--- src/rtl/netlist_toggle_monitor_pkg.sv ---
// netlist_toggle_monitor_pkg: shared state encoding, defaults and popcount width helper
package tm_power_pkg;
  typedef enum logic [2:0] {IDLE, ARM, RUN, DRAIN, DONE} state_t;
  localparam int DEF_WIDTH = 62;
  localparam int DEF_WINDOW = 10;
  function automatic int pop_w(input int width);
    return $clog2(width + 1);
  endfunction
endpackage

--- src/rtl/netlist_toggle_monitor_if.sv ---
// netlist_toggle_monitor_if: sample stream in, measurement result out
interface netlist_toggle_monitor_if
  import tm_power_pkg::*;
#(
  parameter int WIDTH = DEF_WIDTH,
  parameter int ACC_W = 32,
  parameter int CNT_W = 16
);
  localparam int POP_W = pop_w(WIDTH);
  logic start;
  logic abort;
  logic sample_valid;
  logic [WIDTH-1:0] sample_data;
  logic busy;
  logic result_valid;
  logic result_ready;
  logic [ACC_W-1:0] total_toggles;
  logic [POP_W-1:0] max_toggles;
  logic [CNT_W-1:0] sample_count;
  logic acc_overflow;
  modport master (
    output start, abort, sample_valid, sample_data, result_ready,
    input busy, result_valid, total_toggles, max_toggles, sample_count, acc_overflow
  );
  modport slave (
    input start, abort, sample_valid, sample_data, result_ready,
    output busy, result_valid, total_toggles, max_toggles, sample_count, acc_overflow
  );
endinterface

--- src/rtl/netlist_toggle_monitor_popcount.sv ---
// tm_popcount: combinational population count of a WIDTH-bit vector
module tm_popcount
  import tm_power_pkg::*;
#(
  parameter int WIDTH = DEF_WIDTH,
  localparam int POP_W = pop_w(WIDTH)
) (
  input  logic [WIDTH-1:0] d,
  output logic [POP_W-1:0] cnt
);
  always_comb begin
    cnt = '0;
    for (int i = 0; i < WIDTH; i++) cnt = cnt + POP_W'(d[i]);
  end
endmodule

--- src/rtl/netlist_toggle_monitor.sv ---
// netlist_toggle_monitor: windowed toggle activity measurement with valid/ready result
module netlist_toggle_monitor
  import tm_power_pkg::*;
#(
  parameter int WIDTH = DEF_WIDTH,
  parameter int WINDOW = DEF_WINDOW,
  parameter int ACC_W = 32,
  parameter int CNT_W = 16,
  localparam int POP_W = pop_w(WIDTH)
) (
  input logic clk,
  input logic rst,
  netlist_toggle_monitor_if.slave m
);
  state_t state;
  logic [WIDTH-1:0] prev, xor_q;
  logic xv_q, busy, rv, ovf;
  logic [ACC_W-1:0] total;
  logic [POP_W-1:0] mx, pop;
  logic [CNT_W-1:0] cnt;
  logic [ACC_W:0] sum;
  tm_popcount #(.WIDTH(WIDTH)) u_pop (.d(xor_q), .cnt(pop));
  assign sum = {1'b0, total} + (ACC_W + 1)'(pop);
  always_ff @(posedge clk) begin
    if (rst) begin
      state <= IDLE;
      prev <= '0;
      xor_q <= '0;
      xv_q <= 1'b0;
      total <= '0;
      mx <= '0;
      cnt <= '0;
      ovf <= 1'b0;
      busy <= 1'b0;
      rv <= 1'b0;
    end else if (m.abort) begin
      state <= IDLE;
      xv_q <= 1'b0;
      busy <= 1'b0;
      rv <= 1'b0;
    end else begin
      xv_q <= 1'b0;
      // second pipeline stage: fold the previous transition into the results
      if (xv_q) begin
        total <= sum[ACC_W] ? '1 : sum[ACC_W-1:0];
        ovf <= ovf | sum[ACC_W];
        mx <= (pop > mx) ? pop : mx;
      end
      case (state)
        IDLE: if (m.start) begin
          state <= ARM;
          busy <= 1'b1;
          total <= '0;
          mx <= '0;
          cnt <= '0;
          ovf <= 1'b0;
        end
        ARM: if (m.sample_valid) begin
          prev <= m.sample_data;
          cnt <= CNT_W'(1);
          state <= (WINDOW == 1) ? DRAIN : RUN;
        end
        RUN: if (m.sample_valid) begin
          xor_q <= m.sample_data ^ prev;
          xv_q <= 1'b1;
          prev <= m.sample_data;
          cnt <= cnt + CNT_W'(1);
          state <= (cnt == CNT_W'(WINDOW - 1)) ? DRAIN : RUN;
        end
        DRAIN: begin
          state <= DONE;
          busy <= 1'b0;
          rv <= 1'b1;
        end
        DONE: if (m.result_ready) begin
          rv <= 1'b0;
          state <= m.start ? ARM : IDLE;
          busy <= m.start;
          if (m.start) begin
            total <= '0;
            mx <= '0;
            cnt <= '0;
            ovf <= 1'b0;
          end
        end
        default: state <= IDLE;
      endcase
    end
  end
  assign m.busy = busy;
  assign m.result_valid = rv;
  assign m.total_toggles = total;
  assign m.max_toggles = mx;
  assign m.sample_count = cnt;
  assign m.acc_overflow = ovf;
endmodule
--- src/flat_wrapper.sv ---
// flat-port wrapper written by rule: the top's interface ports become plain ports
module netlist_toggle_monitor_flat import tm_power_pkg::*;
#(
  parameter int WIDTH = DEF_WIDTH,
  parameter int WINDOW = DEF_WINDOW,
  parameter int ACC_W = 32,
  parameter int CNT_W = 16,
  localparam int POP_W = pop_w(WIDTH)
)
  (clk, rst, m_start, m_abort, m_sample_valid, m_sample_data, m_result_ready, m_busy, m_result_valid, m_total_toggles, m_max_toggles, m_sample_count, m_acc_overflow);
  netlist_toggle_monitor_if #(.WIDTH(WIDTH), .ACC_W(ACC_W), .CNT_W(CNT_W)) m_i ();
  input logic clk;
  input logic rst;
  input wire logic [$bits(m_i.start)-1:0] m_start;
  input wire logic [$bits(m_i.abort)-1:0] m_abort;
  input wire logic [$bits(m_i.sample_valid)-1:0] m_sample_valid;
  input wire logic [$bits(m_i.sample_data)-1:0] m_sample_data;
  input wire logic [$bits(m_i.result_ready)-1:0] m_result_ready;
  output wire logic [$bits(m_i.busy)-1:0] m_busy;
  output wire logic [$bits(m_i.result_valid)-1:0] m_result_valid;
  output wire logic [$bits(m_i.total_toggles)-1:0] m_total_toggles;
  output wire logic [$bits(m_i.max_toggles)-1:0] m_max_toggles;
  output wire logic [$bits(m_i.sample_count)-1:0] m_sample_count;
  output wire logic [$bits(m_i.acc_overflow)-1:0] m_acc_overflow;
  assign m_i.start = m_start;
  assign m_i.abort = m_abort;
  assign m_i.sample_valid = m_sample_valid;
  assign m_i.sample_data = m_sample_data;
  assign m_i.result_ready = m_result_ready;
  assign m_busy = m_i.busy;
  assign m_result_valid = m_i.result_valid;
  assign m_total_toggles = m_i.total_toggles;
  assign m_max_toggles = m_i.max_toggles;
  assign m_sample_count = m_i.sample_count;
  assign m_acc_overflow = m_i.acc_overflow;
  netlist_toggle_monitor #(.WIDTH(WIDTH), .WINDOW(WINDOW), .ACC_W(ACC_W), .CNT_W(CNT_W)) u_core (.clk(clk), .rst(rst), .m(m_i));
endmodule
--- config.mk ---
export PLATFORM = sky130hd
export DESIGN_NAME = netlist_toggle_monitor_flat
export DESIGN_NICKNAME = d
export VERILOG_FILES = /design/src/rtl/netlist_toggle_monitor_pkg.sv /design/src/rtl/netlist_toggle_monitor_if.sv /design/src/rtl/netlist_toggle_monitor_popcount.sv /design/src/rtl/netlist_toggle_monitor.sv /design/src/flat_wrapper.sv
export SDC_FILE = /design/constraint.sdc
export NUM_CORES = 1
export LEC_CHECK = 0
export ABC_CLOCK_PERIOD_IN_PS = 6700
export CAP_MARGIN = 20
export CELL_PAD_IN_SITES_DETAIL_PLACEMENT = 0
export CELL_PAD_IN_SITES_GLOBAL_PLACEMENT = 1
export CORE_ASPECT_RATIO = 0.8
export CORE_MARGIN = 10
export CORE_UTILIZATION = 30
export DETAILED_ROUTE_END_ITERATION = 10
export PLACE_DENSITY = 0.63
export SYNTH_ARGS = -nofsm -noshare
export SYNTH_HDL_FRONTEND = slang
export SYNTH_HIERARCHICAL = 1
export SYNTH_SLANG_ARGS = --single-unit
--- constraint.sdc ---
create_clock -name clk -period 6.7 [get_ports clk]
set_clock_uncertainty 0.2 [all_clocks]
set_input_delay 1.675 -clock clk [delete_from_list [all_inputs] [get_ports clk]]
set_output_delay 1.675 -clock clk [all_outputs]
set_load 0.02 [all_outputs]
=== Yosys cells after proc, flatten, opt, wreduce, memory -nomap -nowiden ===
Index checks and enable logic that the tools add are counted.

* Register bits after elaboration: 185
* Logic and storage cells: 132

* Add/sub/neg operators: 63
* Magnitude comparators: 1
* Equal/unequal tests: 9
* Muxes and demuxes: 32
* Bitwise gates (word level): 4
* Reductions and logical operators: 13

{| class="wikitable"
|+ Operators by type and width
! kind !! count
|-
| $add A6 B1 Y6 || 56
|-
| $mux W32 || 4
|-
| $mux W16 || 4
|-
| $pmux W16 S4 || 1
|-
| $pmux W32 S2 || 1
|-
| $xor A62 B62 Y62 || 1
|-
| $add A32 B6 Y33 || 1
|-
| $mux W6 || 4
|-
| $add A16 B1 Y16 const B || 1
|-
| $eq A16 B4 Y1 const B || 1
|-
| $pmux W3 S5 || 1
|-
| $mux W3 || 4
|-
| $pmux W6 S2 || 1
|-
| $mux W1 || 9
|-
| $reduce_and A3 Y1 || 3
|-
| $ne A2 B2 Y1 const B || 4
|-
| $add A5 B1 Y6 || 1
|-
| $eq A3 B2 Y1 const B || 2
|-
| $gt A6 B6 Y1 || 1
|-
| $add A4 B1 Y5 || 1
|-
| $reduce_and A5 Y1 || 1
|-
| $add A3 B1 Y4 || 1
|-
| $pmux W1 S2 || 2
|-
| $reduce_and A4 Y1 || 1
|-
| other kinds (14) || 16
|}

=== Depth between registers and ports, before layout ===
Gate-level depths: netlist (run 1).

* Depth in word-level cells: 67
* Mapped depth: 28
* Depth with buffers taken out: 27

=== Hierarchy ===
The synthesis (run 1) kept the hierarchy.

{| class="wikitable"
|+ By module, submodules not included
! module !! instances !! cells each !! area each (sq um)
|-
| netlist_toggle_monitor || 1 || 992 || 8384.3
|-
| tm_popcount || 1 || 166 || 1629.1
|}

=== Worst setup path after synthesis (run 1) ===
Ideal clock, no wire load.

* Path type: register -> register
* Start point: register u_core.xor_q[41]
* End point: register u_core.total[6], in the netlist u_core/m.total_toggles[6]
* Data arrival time: 6.989 ns
* Setup slack: -0.618 ns
* Cell stages (with the launch flop): 29
* Period minus slack after synthesis: 7.318 ns
* Path through: dfxtp_1 fa_1 inv_1 fa_1 inv_1 fa_1 inv_1 fa_1 inv_1 fa_1 fa_1 inv_1 fa_1 fa_1 inv_1 ha_1 inv_1 fa_1 inv_1 a21o_2 a21oi_1 xnor2_1 ha_1 a211oi_1 o21ai_1 nand4_1 buf_2 nor4b_1 a211oi_1

* Word-level cells in the longest chain between the ends: 27

{| class="wikitable"
|+ Ends and longest elaborated chain
! what !! RTL line !! source
|-
| start, declared || netlist_toggle_monitor.sv:16 || <nowiki>logic [WIDTH-1:0] prev, xor_q;</nowiki>
|-
| start signal, assigned || netlist_toggle_monitor.sv:64 || <nowiki>xor_q <= m.sample_data ^ prev;</nowiki>
|-
| $add A6 B1 Y6 * (21 in a row) || netlist_toggle_monitor_popcount.sv:13 || <nowiki>for (int i = 0; i < WIDTH; i++) cnt = cnt + POP_W'(d[i]);</nowiki>
|-
| via u_core.pop[4] || netlist_toggle_monitor.sv:19 || <nowiki>logic [POP_W-1:0] mx, pop;</nowiki>
|-
| $add A32 B6 Y33 * || netlist_toggle_monitor.sv:23 || <nowiki>assign sum = {1'b0, total} + (ACC_W + 1)'(pop);</nowiki>
|-
| $mux W32 * || netlist_toggle_monitor.sv:45 || <nowiki>total <= sum[ACC_W] ? '1 : sum[ACC_W-1:0];</nowiki>
|-
| $mux W32 * || netlist_toggle_monitor.sv:44 || <nowiki>if (xv_q) begin</nowiki>
|-
| $mux W32 || netlist_toggle_monitor.sv:50, netlist_toggle_monitor.sv:79 ||
|-
| $mux W32 || netlist_toggle_monitor.sv:75 || <nowiki>DONE: if (m.result_ready) begin</nowiki>
|-
| $pmux W32 S2 * || netlist_toggle_monitor.sv:49 || <nowiki>case (state)</nowiki>
|-
| end signal, assigned || netlist_toggle_monitor.sv:45 ||
|-
| end, declared || netlist_toggle_monitor.sv:18 || <nowiki>logic [ACC_W-1:0] total;</nowiki>
|}

The timed path passes the listed nets; every way through them passes the cells marked *.
A chain may end at the register's enable or synchronous reset.

=== Final worst setup path (run 1) ===
* Start point: register u_core.xor_q[47]
* End point: register u_core.total[23], in the netlist u_core/m.total_toggles[23]

* Word-level cells in the longest chain between the ends: 21

{| class="wikitable"
|+ Ends and longest elaborated chain
! what !! RTL line
|-
| $add A6 B1 Y6 * (15 in a row) || netlist_toggle_monitor_popcount.sv:13
|-
| via u_core.pop[4] || netlist_toggle_monitor.sv:19
|-
| $add A32 B6 Y33 * || netlist_toggle_monitor.sv:23
|-
| $mux W32 * || netlist_toggle_monitor.sv:45
|-
| $mux W32 * || netlist_toggle_monitor.sv:44
|-
| $mux W32 || netlist_toggle_monitor.sv:50, netlist_toggle_monitor.sv:79
|-
| $mux W32 || netlist_toggle_monitor.sv:75
|-
| $pmux W32 S2 * || netlist_toggle_monitor.sv:49
|}

Marked as above.

==> qor.json, run 1 <==
{
  "run_status": "complete, but fails checks",
  "failed_checks": "setup timing",
  "synth_sequential_area_ratio": 0.370,
  "syn_area_um2": 10000,
  "core_util_final": 0.396,
  "timing.slew.headroom": 0.296,
  "critPathCaptureType": "register",
  "r2r-end": "u_core/m.total_toggles[23]$_SDFFE_PP0N_",
  "gr_usage_total": 0.139,
  "detailedPlacementHpwl_um": 20300,
  "port_buffers": 124,
  "setup_ws_final_ns": -0.665,
  "num_vias": 8437,
  "detail_route.wl_per_cell_um": 16.4,
  "cts_sinks": 185,
  "layout.nets": 1448,
  "r2r_slack_ns": -0.66,
  "cpMostUsedCell": "sky130_fd_sc_hd__inv_2",
  "htree_levels": 4,
  "post_synth_inst_count": 1158,
  "initial_utilization": 0.306,
  "grt_antenna_before_repair": 0,
  "gp_congestion": 0.831,
  "filler_cell_count": 3308,
  "synth-edff-count": 0,
  "most_frequently_used_flop_master_after_synthesis": "sky130_fd_sc_hd__dfxtp_1",
  "crit_path_dat_ns": 7.55,
  "finalHoldViolCount": 0,
  "highest-signal-layer": "met4",
  "adder_cell_share_of_the_synthesized_area": 0.140,
  "timing.fmax_mhz": 136,
  "tritoncts": "done",
  "max_slew.worst_pin.slew_ns": 1.06,
  "synth_largest_type_area_fraction": 0.370,
  "globalRouteOverflowTotal": 0,
  "maxCapViolCount": 0,
  "type_of_origin_of_the_critical_path": "register",
  "yosys.cell_types.count": 72,
  "drt_wirelength_um": 28500,
  "diodes": 0,
  "cp.required_ns": 6.89,
  "irDropWorstVdd_uv": 147,
  "dr_wl_met3_um": 1220,
  "kind_of_critical_path": "register to register",
  "core-area_um2": 32700,
  "number_of_pins_exceeding_their_max_slew_limit_in_the_final_report": 0,
  "cellPowerDensity_nw_per_um2": 179,
  "postSynthNetCount": 1306,
  "timing.critical_path.fanout_max": 5,
  "period_needed_ns": 7.36,
  "synth_compound_gate_area_share": 0.180,
  "leakagePower_nw": 4.59,
  "min_path_cells": 2,
  "floorplan.rows": 59,
  "drive_above_1_share": 0.140,
  "worst_r2r_startpoint": "u_core/xor_q[47]$_SDFFE_PP0P_",
  "critical-path-max-stage-delay_ns": 0.55,
  "fp.dieArea_um2": 41100,
  "yosys.area_share.simple": 0.174,
  "final_cell_mix": "179 x sky130_fd_sc_hd__dfxtp_1, 150 x sky130_fd_sc_hd__nand2_1, 123 x sky130_fd_sc_hd__clkdlybuf4s50_1",
  "setup_repair_after_global_routing_missed_its_margin": "true",
  "worstSkewPairLatency_ns": 0.45,
  "clockRootBuffer": "sky130_fd_sc_hd__clkbuf_16",
  "drt-met1-wl_um": 14400,
  "multiInputGateArea_um2": 5980,
  "synthDominantAreaCellType": "sky130_fd_sc_hd__dfxtp_1",
  "drt_iter0_drc": 483,
  "timing.reg2reg.worst_path_depth": 30,
  "synth_xor_area_frac": 0.0630,
  "synthesis.yosys.warnings": 6,
  "path_clk_slew_ns": 0.08,
  "largest_net_degree_at_the_start_of_global_routing": 111,
  "timing.hold.worst.start": "u_core/prev[25]$_SDFFE_PP0P_",
  "antenna_violating_nets_post_route": 0,
  "design.portCount": 125,
  "drt_drc_violations_left": 0,
  "route.detailed.vias_per_inst": 4.85,
  "syn_area_per_cell_um2": 8.65,
  "dr_wl_met2_um": 12600,
  "floorplan.die.width_um": 224,
  "timing.final.setup_violations": 39,
  "grt_pass1_wl_um": 45700,
  "cts_buffer_depth": 2,
  "timing.hold.worst_endpoint": "u_core/prev[25]$_SDFFE_PP0P_",
  "syn_to_final_growth_pct": 29.5,
  "holdCritPathClass": "register to register",
  "final.period_utilization": 1.10,
  "drt-pass1-iter-count": 5,
  "dominant_combinational_cell_family_by_area_after_synthesis": "compound AO/OA/AOI/OAI gates",
  "first_global_vias": 8000,
  "layout_commonest_cell": "sky130_fd_sc_hd__dfxtp_1",
  "die-height_um": 183,
  "cts_made_buffers": 17,
  "ys_seq_elements": 185,
  "setup_total_negative_slack_ns": -21.37,
  "yosys-mux-area-fraction": 0.00512,
  "register_area_um2": 3710,
  "synth_async_sr_flop_share": 0,
  "synth.area.top_cells": "sky130_fd_sc_hd__dfxtp_1 37%, sky130_fd_sc_hd__fa_1 11%, sky130_fd_sc_hd__xnor2_1 5.9%",
  "library_cell_contributing_the_largest_single_delay_on_the_critical_path": "sky130_fd_sc_hd__fa_2"
}
## critical path: cells and delay by family (launching register included)
family                     cells  cell delay, ns
buffers and inverters         11            0.75
DFF                            1            0.33
xor gates and xnor gates       1            0.24
adders and majority gates     11            4.80
AOI/OAI and AO/OA              7            0.97
## area by class of cell
| type | count | area share |
|---|---|---|
| clock buffer | 19 | 0.0342 |
| inverter | 109 | 0.0316 |
| tap | 427 | 0.0412 |
| multi-input combinational | 804 | 0.461 |
| timing repair buffer | 183 | 0.134 |
| sequential | 185 | 0.286 |
| clock inverter | 11 | 0.0112 |
## cells in the mapped netlist (3+ instances only)
cell type / instances
sky130_fd_sc_hd__or4_1: 8
sky130_fd_sc_hd__clkbuf_1: 38
sky130_fd_sc_hd__nand4b_1: 3
sky130_fd_sc_hd__o31ai_1: 9
sky130_fd_sc_hd__nand2_1: 151
sky130_fd_sc_hd__and4_1: 3
sky130_fd_sc_hd__a21boi_0: 4
sky130_fd_sc_hd__a311oi_1: 3
sky130_fd_sc_hd__nand3_1: 22
sky130_fd_sc_hd__nor2b_1: 7
sky130_fd_sc_hd__xnor2_1: 68
sky130_fd_sc_hd__o21a_1: 4
sky130_fd_sc_hd__a21o_1: 10
sky130_fd_sc_hd__o211ai_1: 6
sky130_fd_sc_hd__buf_2: 18
sky130_fd_sc_hd__mux2i_1: 4
sky130_fd_sc_hd__xor2_1: 4
sky130_fd_sc_hd__nor2_1: 95
sky130_fd_sc_hd__nand3b_1: 3
sky130_fd_sc_hd__o31a_1: 3
sky130_fd_sc_hd__nor3b_1: 3
sky130_fd_sc_hd__a21oi_1: 103
sky130_fd_sc_hd__ha_1: 27
sky130_fd_sc_hd__dfxtp_1: 185
sky130_fd_sc_hd__a32oi_1: 8
sky130_fd_sc_hd__and3_1: 8
sky130_fd_sc_hd__a211oi_1: 66
sky130_fd_sc_hd__a41oi_1: 6
sky130_fd_sc_hd__fa_1: 53
sky130_fd_sc_hd__nand4_1: 12
sky130_fd_sc_hd__inv_1: 109
sky130_fd_sc_hd__o22ai_1: 3
sky130_fd_sc_hd__nor4_1: 8
sky130_fd_sc_hd__or3_1: 8
sky130_fd_sc_hd__and2_1: 7
sky130_fd_sc_hd__nand2b_1: 3
sky130_fd_sc_hd__o21ai_0: 29
sky130_fd_sc_hd__a31oi_1: 6
sky130_fd_sc_hd__nor3_1: 12
## metal layers
layer,up-vias,global-route usage
li1,4243,-
met3,18,0.0322
met4,0,0.0388
met2,127,0.203
met1,4049,0.199
met5,-,0
## how the worst max path moves through the flow
stage                                                   end  slack, ns                           from
global route        u_core/m.total_toggles[23]$_SDFFE_PP0N_      -0.90  u_core/xor_q[47]$_SDFFE_PP0P_
global placement    u_core/m.total_toggles[21]$_SDFFE_PP0N_      -0.60  u_core/xor_q[41]$_SDFFE_PP0P_
floorplan           u_core/m.total_toggles[26]$_SDFFE_PP0N_      -0.41  u_core/xor_q[41]$_SDFFE_PP0P_
finish              u_core/m.total_toggles[23]$_SDFFE_PP0N_      -0.66  u_core/xor_q[47]$_SDFFE_PP0P_
detailed placement  u_core/m.total_toggles[23]$_SDFFE_PP0N_      -0.70  u_core/xor_q[47]$_SDFFE_PP0P_
CTS                 u_core/m.total_toggles[26]$_SDFFE_PP0N_      -0.61  u_core/xor_q[47]$_SDFFE_PP0P_
## kinds of logic (layout without fill, tap and decap cells)
family | Yosys count | count (layout)
compound gates | 278 | 278
xor+xnor | 72 | 72
fa+ha+maj | 80 | 80
buf+inv | 169 | 322
flops | 185 | 185
mux | 5 | 5
simple gates | 369 | 369
## where the power goes
group          total [W]  internal (W)  switching (W)
Combinational   0.000180     0.0000824      0.0000978
Sequential       0.00111       0.00111     0.00000659
Clock            0.00103      0.000563       0.000468
## per-stage QoR
step | area (um^2) | hold slack (ns) | total power, W | std cells | setup WS, ns
2_1_floorplan | 10100 | 0.249 | 0.00123 | 1158 | -0.407
3_3_place_gp | 12000 | 0.254 | 0.00131 | 1697 | -0.602
3_5_place_dp | 12000 | 0.259 | 0.00131 | 1697 | -0.697
4_1_cts | 12800 | 0.270 | 0.00236 | 1730 | -0.609
5_1_grt | 13000 | 0.286 | 0.00243 | 1738 | -0.901
6_report | 13000 | 0.266 | 0.00233 | 1738 | -0.665
## flip-flops by register name, summed over array words and instances, names as in the netlist
signal,cells
u_core/m.acc_overflow,1
u_core/m.busy,1
u_core/m.max_toggles,6
u_core/m.result_valid,1
u_core/m.sample_count,16
u_core/m.total_toggles,32
u_core/prev,62
u_core/state,3
u_core/xor_q,62
u_core/xv_q,1
## repair_timing
action | 4_1_cts | 5_1_grt
hold buffers | 0 | 0
pin swaps | 25 | 35
buffers inserted | 4 | 7
gates cloned | 0 | 1
endpoints found under the hold margin | 0 | 0
setup endpoints to repair | 39 | 39
resized for setup | 51 | 36
No activity file was read; power rests on OpenSTA's default activity.
==> inputs of run 2 (changes only) <==
- CORE_MARGIN: 10 -> unset
==> run 2 against run 1 <==
  * The flow finishes with violations (DRC, setup timing)
  * Sequential share of layout area is 0.22 points lower
  * Non-clock buffer count is 5 higher
  * Routed wire length is 3.3% lower
  * Clock power hardly changed
  * Die area is 17% lower
  * Final cell count is 0.29% higher
  * Register-to-register slack better by 0.08 ns
  * Setup slack better by 0.077 ns
  * Global-route usage is 2.7 points higher
  * Largest cell class unchanged
==> qor.json, run 2 (same netlist as run 1, synthesis figures left out) <==
{
  "layout.nets": {"value": 1453, "change": "was 1,448"},
  "cp.required": {"value": 6.82, "unit": "ns", "change": "was 6.89 ns"},
  "place.detailed.instances": {"value": 1694, "change": "was 1,697"},
  "layout_commonest_cell": {"value": "sky130_fd_sc_hd__dfxtp_1", "change": "unchanged"},
  "globalRouteOverflowTotal": {"value": 0, "change": "unchanged"},
  "cpMostUsedCell": {"value": "sky130_fd_sc_hd__fa_1", "change": "was sky130_fd_sc_hd__inv_2"},
  "holdCritPathClass": {"value": "register to register", "change": "unchanged"},
  "fin_total_pwr": {"value": 0.00231, "unit": "W", "change": "was 0.00233 W"},
  "r2r-end": {"value": "u_core/m.total_toggles[25]$_SDFFE_PP0N_", "change": "was u_core/m.total_toggles[23]$_SDFFE_PP0N_"},
  "type_of_origin_of_the_critical_path": {"value": "register", "change": "unchanged"},
  "grt_pass1_wl": {"value": 44200, "unit": "um", "change": "was 45,700 um"},
  "grt_antenna_before_repair": {"value": 0, "change": "unchanged"},
  "initial_utilization": {"value": 0.306, "change": "unchanged"},
  "library_cell_contributing_the_largest_single_delay_on_the_critical_path": {"value": "sky130_fd_sc_hd__fa_2", "change": "unchanged"},
  "port_buffers": {"value": 124, "change": "unchanged"},
  "drt_drc_violations_left": {"value": 6, "change": "was 0"},
  "drt_iter0_drc": {"value": 504, "change": "was 483"},
  "die-height": {"value": 165, "unit": "um", "change": "was 183 um"},
  "failed_checks": {"value": "DRC, setup timing", "change": "was setup timing"},
  "critPathCaptureType": {"value": "register", "change": "unchanged"},
  "run_status": {"value": "complete, but fails checks", "change": "unchanged"},
  "gp_congestion": {"value": 0.813, "change": "was 0.831"},
  "final.period_utilization": {"value": 1.09, "change": "was 1.10"},
  "drt-pass1-iter-count": {"value": 8, "change": "was 5"},
  "syn_to_final_growth": {"value": 30.5, "unit": "%", "change": "was 29.5%"},
  "timing.fmax": {"value": 137, "unit": "MHz", "change": "was 136 MHz"},
  "crit_path_dat": {"value": 7.41, "unit": "ns", "change": "was 7.55 ns"},
  "timing.hold.worst_endpoint": {"value": "u_core/prev[56]$_SDFFE_PP0P_", "change": "was u_core/prev[25]$_SDFFE_PP0P_"},
  "detailedPlacementHpwl": {"value": 19200, "unit": "um", "change": "was 20,300 um"},
  "clockRootBuffer": {"value": "sky130_fd_sc_hd__clkbuf_16", "change": "unchanged"},
  "timing.slew.headroom": {"value": 0.337, "change": "was 0.296"},
  "filler_cell_count": {"value": 3270, "change": "was 3,308"},
  "kind_of_critical_path": {"value": "register to register", "change": "unchanged"},
  "antenna_violating_nets_post_route": {"value": 0, "change": "unchanged"},
  "core_util_final": {"value": 0.400, "change": "was 0.396"},
  "num_vias": {"value": 8435, "change": "was 8,437"},
  "worst_r2r_startpoint": {"value": "u_core/xor_q[45]$_SDFFE_PP0P_", "change": "was u_core/xor_q[47]$_SDFFE_PP0P_"},
  "r2r_slack": {"value": -0.59, "unit": "ns", "change": "was -0.66 ns"},
  "diodes": {"value": 0, "change": "unchanged"},
  "gr_usage_total": {"value": 0.166, "change": "was 0.139"},
  "setup_repair_after_global_routing_missed_its_margin": {"value": "true", "change": "unchanged"},
  "timing.critical_path.fanout_max": {"value": 6, "change": "was 5"},
  "detail_route.wl_per_cell": {"value": 15.8, "unit": "um", "change": "was 16.4 um"},
  "holdBufCountCts": {"value": 0, "change": "unchanged"},
  "timing.reg2reg.worst_path_depth": {"value": 28, "change": "was 30"},
  "cellPowerDensity": {"value": 177, "unit": "nW/um^2", "change": "was 179 nW/um^2"},
  "path_clk_slew": {"value": 0.08, "unit": "ns", "change": "about the same"},
  "critical-path-max-stage-delay": {"value": 0.54, "unit": "ns", "change": "was 0.55 ns"},
  "leakagePower": {"value": 4.64, "unit": "nW", "change": "was 4.59 nW"},
  "irDropWorstVdd": {"value": 157, "unit": "uV", "change": "was 147 uV"},
  "route.detailed.vias_per_inst": {"value": 4.84, "change": "was 4.85"},
  "largest_net_degree_at_the_start_of_global_routing": {"value": 75, "change": "was 111"},
  "cts_made_buffers": {"value": 17, "change": "unchanged"},
  "tritoncts": {"value": "done", "change": "unchanged"},
  "floorplan.die.width": {"value": 206, "unit": "um", "change": "was 224 um"},
  "finalHoldViolCount": {"value": 0, "change": "unchanged"},
  "final_cell_mix": {"value": "179 x sky130_fd_sc_hd__dfxtp_1, 149 x sky130_fd_sc_hd__nand2_1, 123 x sky130_fd_sc_hd__clkdlybuf4s50_1", "change": "was 179 x sky130_fd_sc_hd__dfxtp_1, 150 x sky130_fd_sc_hd__nand2_1, 123 x sky130_fd_sc_hd__clkdlybuf4s50_1"},
  "core-area": {"value": 32700, "unit": "um^2", "change": "unchanged"},
  "number_of_pins_exceeding_their_max_slew_limit_in_the_final_report": {"value": 0, "change": "unchanged"},
  "maxCapViolCount": {"value": 0, "change": "unchanged"},
  "period_needed": {"value": 7.29, "unit": "ns", "change": "was 7.36 ns"},
  "first_global_vias": {"value": 7948, "change": "was 8,000"},
  "design.portCount": {"value": 125, "change": "unchanged"},
  "drt_wirelength": {"value": 27600, "unit": "um", "change": "was 28,500 um"},
  "floorplan.rows": {"value": 59, "change": "unchanged"},
  "max_slew.worst_pin.slew": {"value": 0.993, "unit": "ns", "change": "was 1.06 ns"},
  "drt-met1-wl": {"value": 13900, "unit": "um", "change": "was 14,400 um"},
  "dr_wl_met3": {"value": 1200, "unit": "um", "change": "was 1220 um"},
  "htree_levels": {"value": 4, "change": "unchanged"},
  "min_path_cells": {"value": 2, "change": "unchanged"},
  "highest-signal-layer": {"value": "met4", "change": "unchanged"},
  "drive_above_1_share": {"value": 0.141, "change": "was 0.140"},
  "cts_sinks": {"value": 185, "change": "unchanged"},
  "cts_buffer_depth": {"value": 2, "change": "unchanged"},
  "timing.final.setup_violations": {"value": 39, "change": "unchanged"},
  "worstSkewPairLatency": {"value": 0.44, "unit": "ns", "change": "was 0.45 ns"},
  "fin_cells": {"value": 1743, "change": "was 1,738"},
  "timing.hold.worst.start": {"value": "u_core/prev[56]$_SDFFE_PP0P_", "change": "was u_core/prev[25]$_SDFFE_PP0P_"},
  "fp.dieArea": {"value": 34100, "unit": "um^2", "change": "was 41,100 um^2"},
  "dr_wl_met2": {"value": 12100, "unit": "um", "change": "was 12,600 um"},
  "setup_ws_final": {"value": -0.588, "unit": "ns", "change": "was -0.665 ns"}
}
==> run 2: cell count changes in the layout (fill, tap and decap cells not counted), sizes merged <==
cell,previous run,this run
buf,60,65
clkinv,7,3
inv,110,113
clkinvlp,1,3
clkbuf,19,18
==> run 2: repair_timing <==
item,4_1_cts,5_1_grt
gates cloned,0,1
resized for setup,57,34
setup endpoints to repair,39,39
buffers inserted,15,9
pin swaps,39,19
==> run 2: where the power goes <==
| part | internal [W] | switching [W] | leakage [nW] |
|---|---|---|---|
| combinational | 0.0000825 | 0.0000987 | 2.87 |
| clock | 0.000552 | 0.000467 | 0.271 |
| sequential | 0.00111 | 0.00000657 | 1.49 |
| total | 0.00174 | 0.000572 | 4.64 |
==> run 2: worst max path at each step <==
stage | depth (start not counted) | startpoint | slack, ns | end
3_5_place_dp | 23 | u_core/xor_q[11]$_SDFFE_PP0P_ | -0.72 | u_core/m.total_toggles[19]$_SDFFE_PP0N_
3_3_place_gp | 29 | u_core/xor_q[41]$_SDFFE_PP0P_ | -0.71 | u_core/m.total_toggles[27]$_SDFFE_PP0N_
4_1_cts | 25 | u_core/xor_q[11]$_SDFFE_PP0P_ | -0.57 | u_core/m.total_toggles[26]$_SDFFE_PP0N_
5_1_grt | 27 | u_core/xor_q[45]$_SDFFE_PP0P_ | -0.85 | u_core/m.total_toggles[26]$_SDFFE_PP0N_
2_1_floorplan | 27 | u_core/xor_q[41]$_SDFFE_PP0P_ | -0.41 | u_core/m.total_toggles[26]$_SDFFE_PP0N_
6_report | 28 | u_core/xor_q[45]$_SDFFE_PP0P_ | -0.59 | u_core/m.total_toggles[25]$_SDFFE_PP0N_
==> run 2: worst max-delay path, delay by kind of cell, from the launching register on <==
kind | cells | cell delay (ns)
AOI/OAI and AO/OA | 6 | 0.90
xor gates and xnor gates | 1 | 0.28
adders and majority gates | 10 | 4.45
buffers and inverters | 9 | 0.77
DFF | 1 | 0.33
and+or+nand+nor | 2 | 0.23
==> run 2: per-layer routing <==
metal | track usage | up-vias
met3 | 0.0408 | 24
met1 | 0.242 | 4010
li1 | - | 4266
met4 | 0.0404 | 0
met2 | 0.242 | 135
met5 | 0 | -
==> run 2: cell type report <==
cell class / count / area, um^2 / share of cell area
clock buffer: 18 / 429 / 0.0328
clock inverter: 12 / 143 / 0.0109
inverter: 109 / 409 / 0.0313
multi-input combinational: 804 / 6050 / 0.463
sequential: 185 / 3710 / 0.284
tap: 427 / 534 / 0.0409
timing repair buffer: 188 / 1790 / 0.137
==> run 2: stage by stage <==
step                setup WS (ns)  instance area (um^2)  setup TNS, ns  hold slack, ns
finish                     -0.588                 13100         -18.56           0.266
global route               -0.854                 13100         -29.13           0.282
CTS                        -0.568                 12900         -17.93           0.268
detailed placement         -0.720                 12000         -24.08           0.259
global placement           -0.712                 12000         -23.59           0.254
floorplan                  -0.407                 10100          -7.82           0.249
==> inputs of run 3 (changes only) <==
- SLEW_MARGIN: unset -> 20
==> results of run 3 <==
The final DEF is identical to that of run 2; final timing and power are the same.
==> edit 1, RTL diff (settings of run 2) <==
Re-encode `state_t` (5 states) as one-hot, 5 bits wide.
--- a/src/rtl/netlist_toggle_monitor_pkg.sv
+++ b/src/rtl/netlist_toggle_monitor_pkg.sv
@@ -1,6 +1,6 @@
 // netlist_toggle_monitor_pkg: shared state encoding, defaults and popcount width helper
 package tm_power_pkg;
-  typedef enum logic [2:0] {IDLE, ARM, RUN, DRAIN, DONE} state_t;
+  typedef enum logic [4:0] {IDLE = 5'b00001, ARM = 5'b00010, RUN = 5'b00100, DRAIN = 5'b01000, DONE = 5'b10000} state_t;
   localparam int DEF_WIDTH = 62;
   localparam int DEF_WINDOW = 10;
   function automatic int pop_w(input int width);
Behaviour: same outputs for any inputs over 4 cycles, from zero or initial values and one cycle with rst high; so few cycles prove little.
==> edit 1 against run 2 <==
The flow finishes with violations (negative setup slack); design area increased by 4.3%; fmax decreased by 1.4%; wire length increased by 5.3%; worst setup slack got worse by 0.10 ns; hold slack improved by 0.00087 ns; total power decreased by 0.96%; global-route usage decreased by 0.12 points; area after synthesis increased by 5.1%; largest power group unchanged; sequential cell count increased by 2.
==> edit 1: results (changes against run 2) <==
Detailed routing
  • Wire length on met2: 13000 um (+6.8%)
  • Vias: 9047 (+7.3%)
  • M1 wire length: 14800 um (+6.5%)
  • Highest metal used: met4
  • Met3 wire length: 991 um (-17%)
  • Routed wire length: 29100 um (+5.3%)
  • Initial DRC Count: 629 (+25%)
  • 1st-pass router iterations: 5 (-3)

Synthesis
  • Share of synthesized flip-flops with an asynchronous set or reset: 0% (unchanged)
  • Top cells by area, synth: dfxtp_1, fa_1, nand2_1
  • Synth Warn #: 6 (unchanged)
  • Main synth FF type: dfxtp_1
  • Cell variety after synth: 70 (-2.8%)
  • Register area share after synthesis: 35.6% (-1.4 points)
  • Top cells by count, synth: dfxtp_1, nand2_1, inv_1
  • Post-synth EDFFs: 0 (unchanged)
  • Syn Nets: 1374 (+5.2%)

Clock network
  • Clock root buffer: clkbuf_16
  • CTS Buf Count: 17 (unchanged)
  • Clk buf depth: 2 (unchanged)
  • Worst-path clk slew: 0.08 ns (about the same)
  • Post-CTS setup buffer count: 7 (-8)
  • Post-CTS sizing: 40 (-30%)
  • Clock latency at the later pin of the worst-skew pair: 0.46 ns (+0.02 ns)
  • H-Tree Depth: 4 (unchanged)

GRT
  • Grt met1 use: 24.0% (-0.14 points)
  • Pin count of the biggest net entering global routing: 83 (+11%)
  • First-pass GRT wire length: 46400 um (+5.0%)
  • Met3 Usage GRT: 2.94% (-1.1 points)
  • Vias in the first global route: 8305 (+4.5%)
  • Gr usage total: 16.5% (-0.12 points)
  • GR Util met2: 24.8% (+0.58 points)
  • Initial antenna violation count: 0 (unchanged)

Pwr
  • Leakage: 4.72 nW (+1.6%)
  • VDD IR max: 0.000120 V (-24%)
  • Gate power share: 5.9% (-1.9 points)
  • Sw Pwr: 614 uW (+7.2%)
  • Clk power: 1.04 mW

Setup path
  • Slowest cell on the critical path: fa_2
  • Crit path max-delay family: adder cells
  • Worst path max stage delay: 0.55 ns
  • Crit Path Max Fanout: 6 (unchanged)
  • CP arrival: 7.53 ns (+0.12 ns)

Outcome
  • Violated checks: negative setup slack
  • Status: finished with violations

Timing
  • Setup-failing EPs final: 39 (unchanged)
  • Final WS setup: -0.691 ns (-0.104 ns)
  • Setup TNS Final: -21.26 ns (-2.70 ns)
  • Max-Slew Margin vs Limit: 41.8% (+8.0 points)

Layout
  • Filler instances: 3495 (+6.9%)
  • Ant diodes: 0 (unchanged)
  • Share of post-route cells with drive strength above 1: 14.6% (+0.46 points)
  • Nets: 1519 (+4.5%)

Place
  • Final GP Congestion: 0.809 (-0.52%)
  • DP Wirelength: 20600 um (+7.1%)
  • IO buf count: 124 (unchanged)

Min path
  • Hold Path Class: flip-flop to flip-flop
## edit 1: cell count changes in the layout (fill, tap and decap cells not counted), sizes merged, moves of 6 or more
cell and change:
a21oi -6, o21ai -14, nor3 +8, a32oi -7, o211ai +9, buf +8, and4 +10, nand2 +29
inv +6, a41oi -6, nand4 +8
## edit 1: cell type report
| type | count | share of cell area, % |
|---|---|---|
| clock buffers | 17 | 3.12 |
| clock inverters | 15 | 1.26 |
| well taps | 465 | 4.27 |
| repair buffers | 196 | 13.5 |
| inverters | 113 | 3.11 |
| flip-flops and latches | 187 | 27.5 |
| multi-input cells | 856 | 47.2 |
## edit 1: final timing paths
| path | from | endpoint | slack [ns] | cells past startpoint |
|---|---|---|---|---|
| worst min register to register | u_core/prev[30] | u_core/prev[30] | 0.27 | 2 |
| worst max register to register | u_core/xor_q[47] | u_core/m.total_toggles[9] | -0.69 | 29 |
| worst max-delay path | u_core/xor_q[47] | u_core/m.total_toggles[9] | -0.69 | 29 |
| worst min-delay path | u_core/prev[30] | u_core/prev[30] | 0.27 | 2 |
## edit 1: metrics by stage
step	std cells	power [mW]	setup slack, ns	cell area [um2]
2_1_floorplan	1226	1.20	-0.445	10600
3_3_place_gp	1808	1.28	-0.583	12600
3_5_place_dp	1808	1.28	-0.711	12600
4_1_cts	1847	2.34	-0.648	13400
5_1_grt	1849	2.39	-0.901	13600
6_report	1849	2.29	-0.691	13600
## edit 1: kinds of logic (layout without fill, tap and decap cells)
kind of cell    after synthesis  after routing  synth area share [%]
simple gates                421            421                  19.2
fa+ha+maj                    80             80                  13.3
flops                       187            187                  35.6
buf+inv                     183            341                  7.33
compound gates              280            280                  18.3
xor+xnor                     71             71                  5.91
mux                           4              4                 0.380
==> edit 2, RTL diff (config.mk and constraints of run 2) <==
Without the edit above. `CNT_W` is set to 16 in 3 places; all go to 32.
--- a/src/rtl/netlist_toggle_monitor_if.sv
+++ b/src/rtl/netlist_toggle_monitor_if.sv
@@ -4,7 +4,7 @@
 #(
   parameter int WIDTH = DEF_WIDTH,
   parameter int ACC_W = 32,
-  parameter int CNT_W = 16
+  parameter int CNT_W = 32
 );
   localparam int POP_W = pop_w(WIDTH);
   logic start;
--- a/src/rtl/netlist_toggle_monitor.sv
+++ b/src/rtl/netlist_toggle_monitor.sv
@@ -5,7 +5,7 @@
   parameter int WIDTH = DEF_WIDTH,
   parameter int WINDOW = DEF_WINDOW,
   parameter int ACC_W = 32,
-  parameter int CNT_W = 16,
+  parameter int CNT_W = 32,
   localparam int POP_W = pop_w(WIDTH)
 ) (
   input logic clk,
--- a/src/flat_wrapper.sv
+++ b/src/flat_wrapper.sv
@@ -4,7 +4,7 @@
   parameter int WIDTH = DEF_WIDTH,
   parameter int WINDOW = DEF_WINDOW,
   parameter int ACC_W = 32,
-  parameter int CNT_W = 16,
+  parameter int CNT_W = 32,
   localparam int POP_W = pop_w(WIDTH)
 )
   (clk, rst, m_start, m_abort, m_sample_valid, m_sample_data, m_result_ready, m_busy, m_result_valid, m_total_toggles, m_max_toggles, m_sample_count, m_acc_overflow);
Ports: changed (resized m_sample_count); port bits go from 125 to 141. The function was not compared with the original's and may differ.
==> edit 2 against run 2 <==
The flow finishes with violations (negative setup slack); area after synthesis rose by 10%; sequential cell count rose by 16; total power rose by 24%; design area rose by 11%; worst setup slack got worse by 0.097 ns; synthesized cell count rose by 13%; non-clock buffer count rose by 13; wire length rose by 11%; largest power group is now clock.
==> edit 2: results (changes against run 2) <==
Outcome
  • Status: finished with violations
  • Violated checks: negative setup slack

Clock network
  • CTS Buf Count: 24 (+7)
  • Worst-path clk slew: 0.06 ns (-0.02 ns)
  • Clk buf depth: 3 (+1)
  • H-Tree Depth: 1 (-3)
  • Clock latency at the later pin of the worst-skew pair: 0.54 ns (+0.10 ns)

Place
  • IO buf count: 140 (+13%)
  • DP Wirelength: 21500 um (+12%)
  • Final GP Congestion: 0.783 (-3.7%)

Layout
  • Filler instances: 3673 (+12%)
  • Nets: 1606 (+11%)
  • Share of post-route cells with drive strength above 1: 11.9% (-2.2 points)
  • Biggest regs: u_core/prev: 62 flops, u_core/xor_q: 62 flops

GRT
  • First-pass GRT wire length: 50000 um (+13%)
  • Gr usage total: 16.3% (-0.32 points)
  • Vias in the first global route: 9040 (+14%)
  • Met3 Usage GRT: 2.72% (-1.4 points)
  • Grt met1 use: 24.9% (+0.72 points)
  • GR Util met2: 23.7% (-0.51 points)
  • Initial antenna violation count: 0 (unchanged)
  • Pin count of the biggest net entering global routing: 97 (+29%)

Synthesis
  • Top cells by count, synth: dfxtp_1, nand2_1, inv_1
  • Register area share after synthesis: 36.5% (-0.51 points)
  • Post-Synth Adder-Cell Area: 12.7% (-1.3 points)
  • Post-synthesis mux area share: 0.737% (+0.22 points)
  • Share of synthesized flip-flops with an asynchronous set or reset: 0% (unchanged)
  • Cell variety after synth: 74 (+2.8%)
  • Post-synthesis compound-gate area fraction: 19.9% (+1.9 points)
  • Syn Nets: 1451 (+11%)
  • Top cells by area, synth: dfxtp_1, fa_1, nand2_1
  • Post-Synth XOR/XNOR Area: 5.64% (-0.66 points)
  • Main synth FF type: dfxtp_1

Timing
  • Final WS setup: -0.685 ns (-0.0974 ns)
  • Max-Slew Margin vs Limit: 24.6% (-9.1 points)
  • Setup TNS Final: -20.85 ns (-2.29 ns)
  • Setup-failing EPs final: 39 (unchanged)
  • Final Hold Viols: 0 (unchanged)

Detailed routing
  • DRC viols: 0 (-6)
  • 1st-pass router iterations: 5 (-3)
  • Vias: 9582 (+14%)
  • Routed wire length: 30600 um (+11%)
  • Initial DRC Count: 506 (+0.40%)

Pwr
  • Leakage: 5.09 nW (+9.6%)
  • VDD IR max: 0.000146 V (-7.1%)

Setup path
  • Register-to-Register Path Depth: 28 (unchanged)
  • Crit Path Max Fanout: 8 (+2)
  • CP arrival: 7.61 ns (+0.20 ns)
  • Slowest cell on the critical path: fa_2

Min path
  • Hold Path Class: flip-flop to flip-flop
  • Worst Hold Depth: 2 (unchanged)
==> edit 2: cell count changes in the layout (fill, tap and decap cells not counted), sizes merged, moves of 8 or more <==
cell           before  now
clkdlybuf4s50     123  139
nor2               95  104
a21oi             103  111
o41ai               2   12
inv               113  125
clkbuf             18   27
nand2b              3   14
o311ai              0   12
dfxtp             185  201
nand2             151  181
==> edit 2: critical path, delay by kind of cell (launching register included) <==
kind | cells | cell delay [ns]
AO/OA/AOI/OAI | 7 | 1.20
XOR/XNOR | 1 | 0.23
adder cells (fa/ha/maj) | 11 | 4.73
buffers and inverters | 9 | 0.60
flip-flops | 1 | 0.33
==> edit 2: where the power goes <==
group | leakage, nW | total, mW | switching, mW | internal, mW
clock | 0.409 | 1.41 | 0.571 | 0.838
combinational | 3.05 | 0.240 | 0.136 | 0.104
sequential | 1.62 | 1.22 | 0.00892 | 1.21
==> edit 2: layout make-up <==
| class | count | area share [%] |
|---|---|---|
| clock buffer | 27 | 4.37 |
| clock inverter | 16 | 1.45 |
| inverter | 125 | 3.25 |
| multi-input combinational | 905 | 45.7 |
| sequential | 201 | 27.9 |
| tap | 480 | 4.16 |
| timing repair buffer | 201 | 13.2 |
==> edit 2: per-layer routing <==
metal  vias up  routed length [um]
met1      4562               15800
met5         -                   0
li1       4812                   -
met3        36                1200
met2       172               13000
met4         0                 575
==> edit 2: through the flow <==
step	std cells	hold WS [ns]	instance area (um2)	setup slack [ns]
after floorplan	1303	0.249	11200	-0.396
after global placement	1902	0.254	13200	-0.621
after detailed placement	1902	0.259	13200	-0.679
after CTS	1952	0.267	14300	-0.649
after global routing	1955	0.282	14400	-0.912
final	1955	0.265	14400	-0.685
==> edit 2: kinds of logic (layout without fill, tap and decap cells) <==
logic type,after synthesis,count (layout)
compound gates,322,322
xor+xnor,71,71
fa+ha+maj,80,80
buf+inv,197,369
flops,201,201
mux,8,8
simple gates,424,424
==> edit 2: path summary, 6_finish.rpt <==
kind | from | end | slack, ns
worst max register to register | u_core/xor_q[47] | u_core/m.total_toggles[10] | -0.69
worst min register to register | u_core/prev[12] | u_core/prev[12] | 0.26
worst min-delay path | u_core/prev[12] | u_core/prev[12] | 0.26
worst max-delay path | u_core/xor_q[47] | u_core/m.total_toggles[10] | -0.69
==> edit 2: timing repair <==
action                     CTS  global route
pin swaps                   10             6
buffers inserted             8             5
gates resized for setup     37            25
setup endpoints to repair   39            39
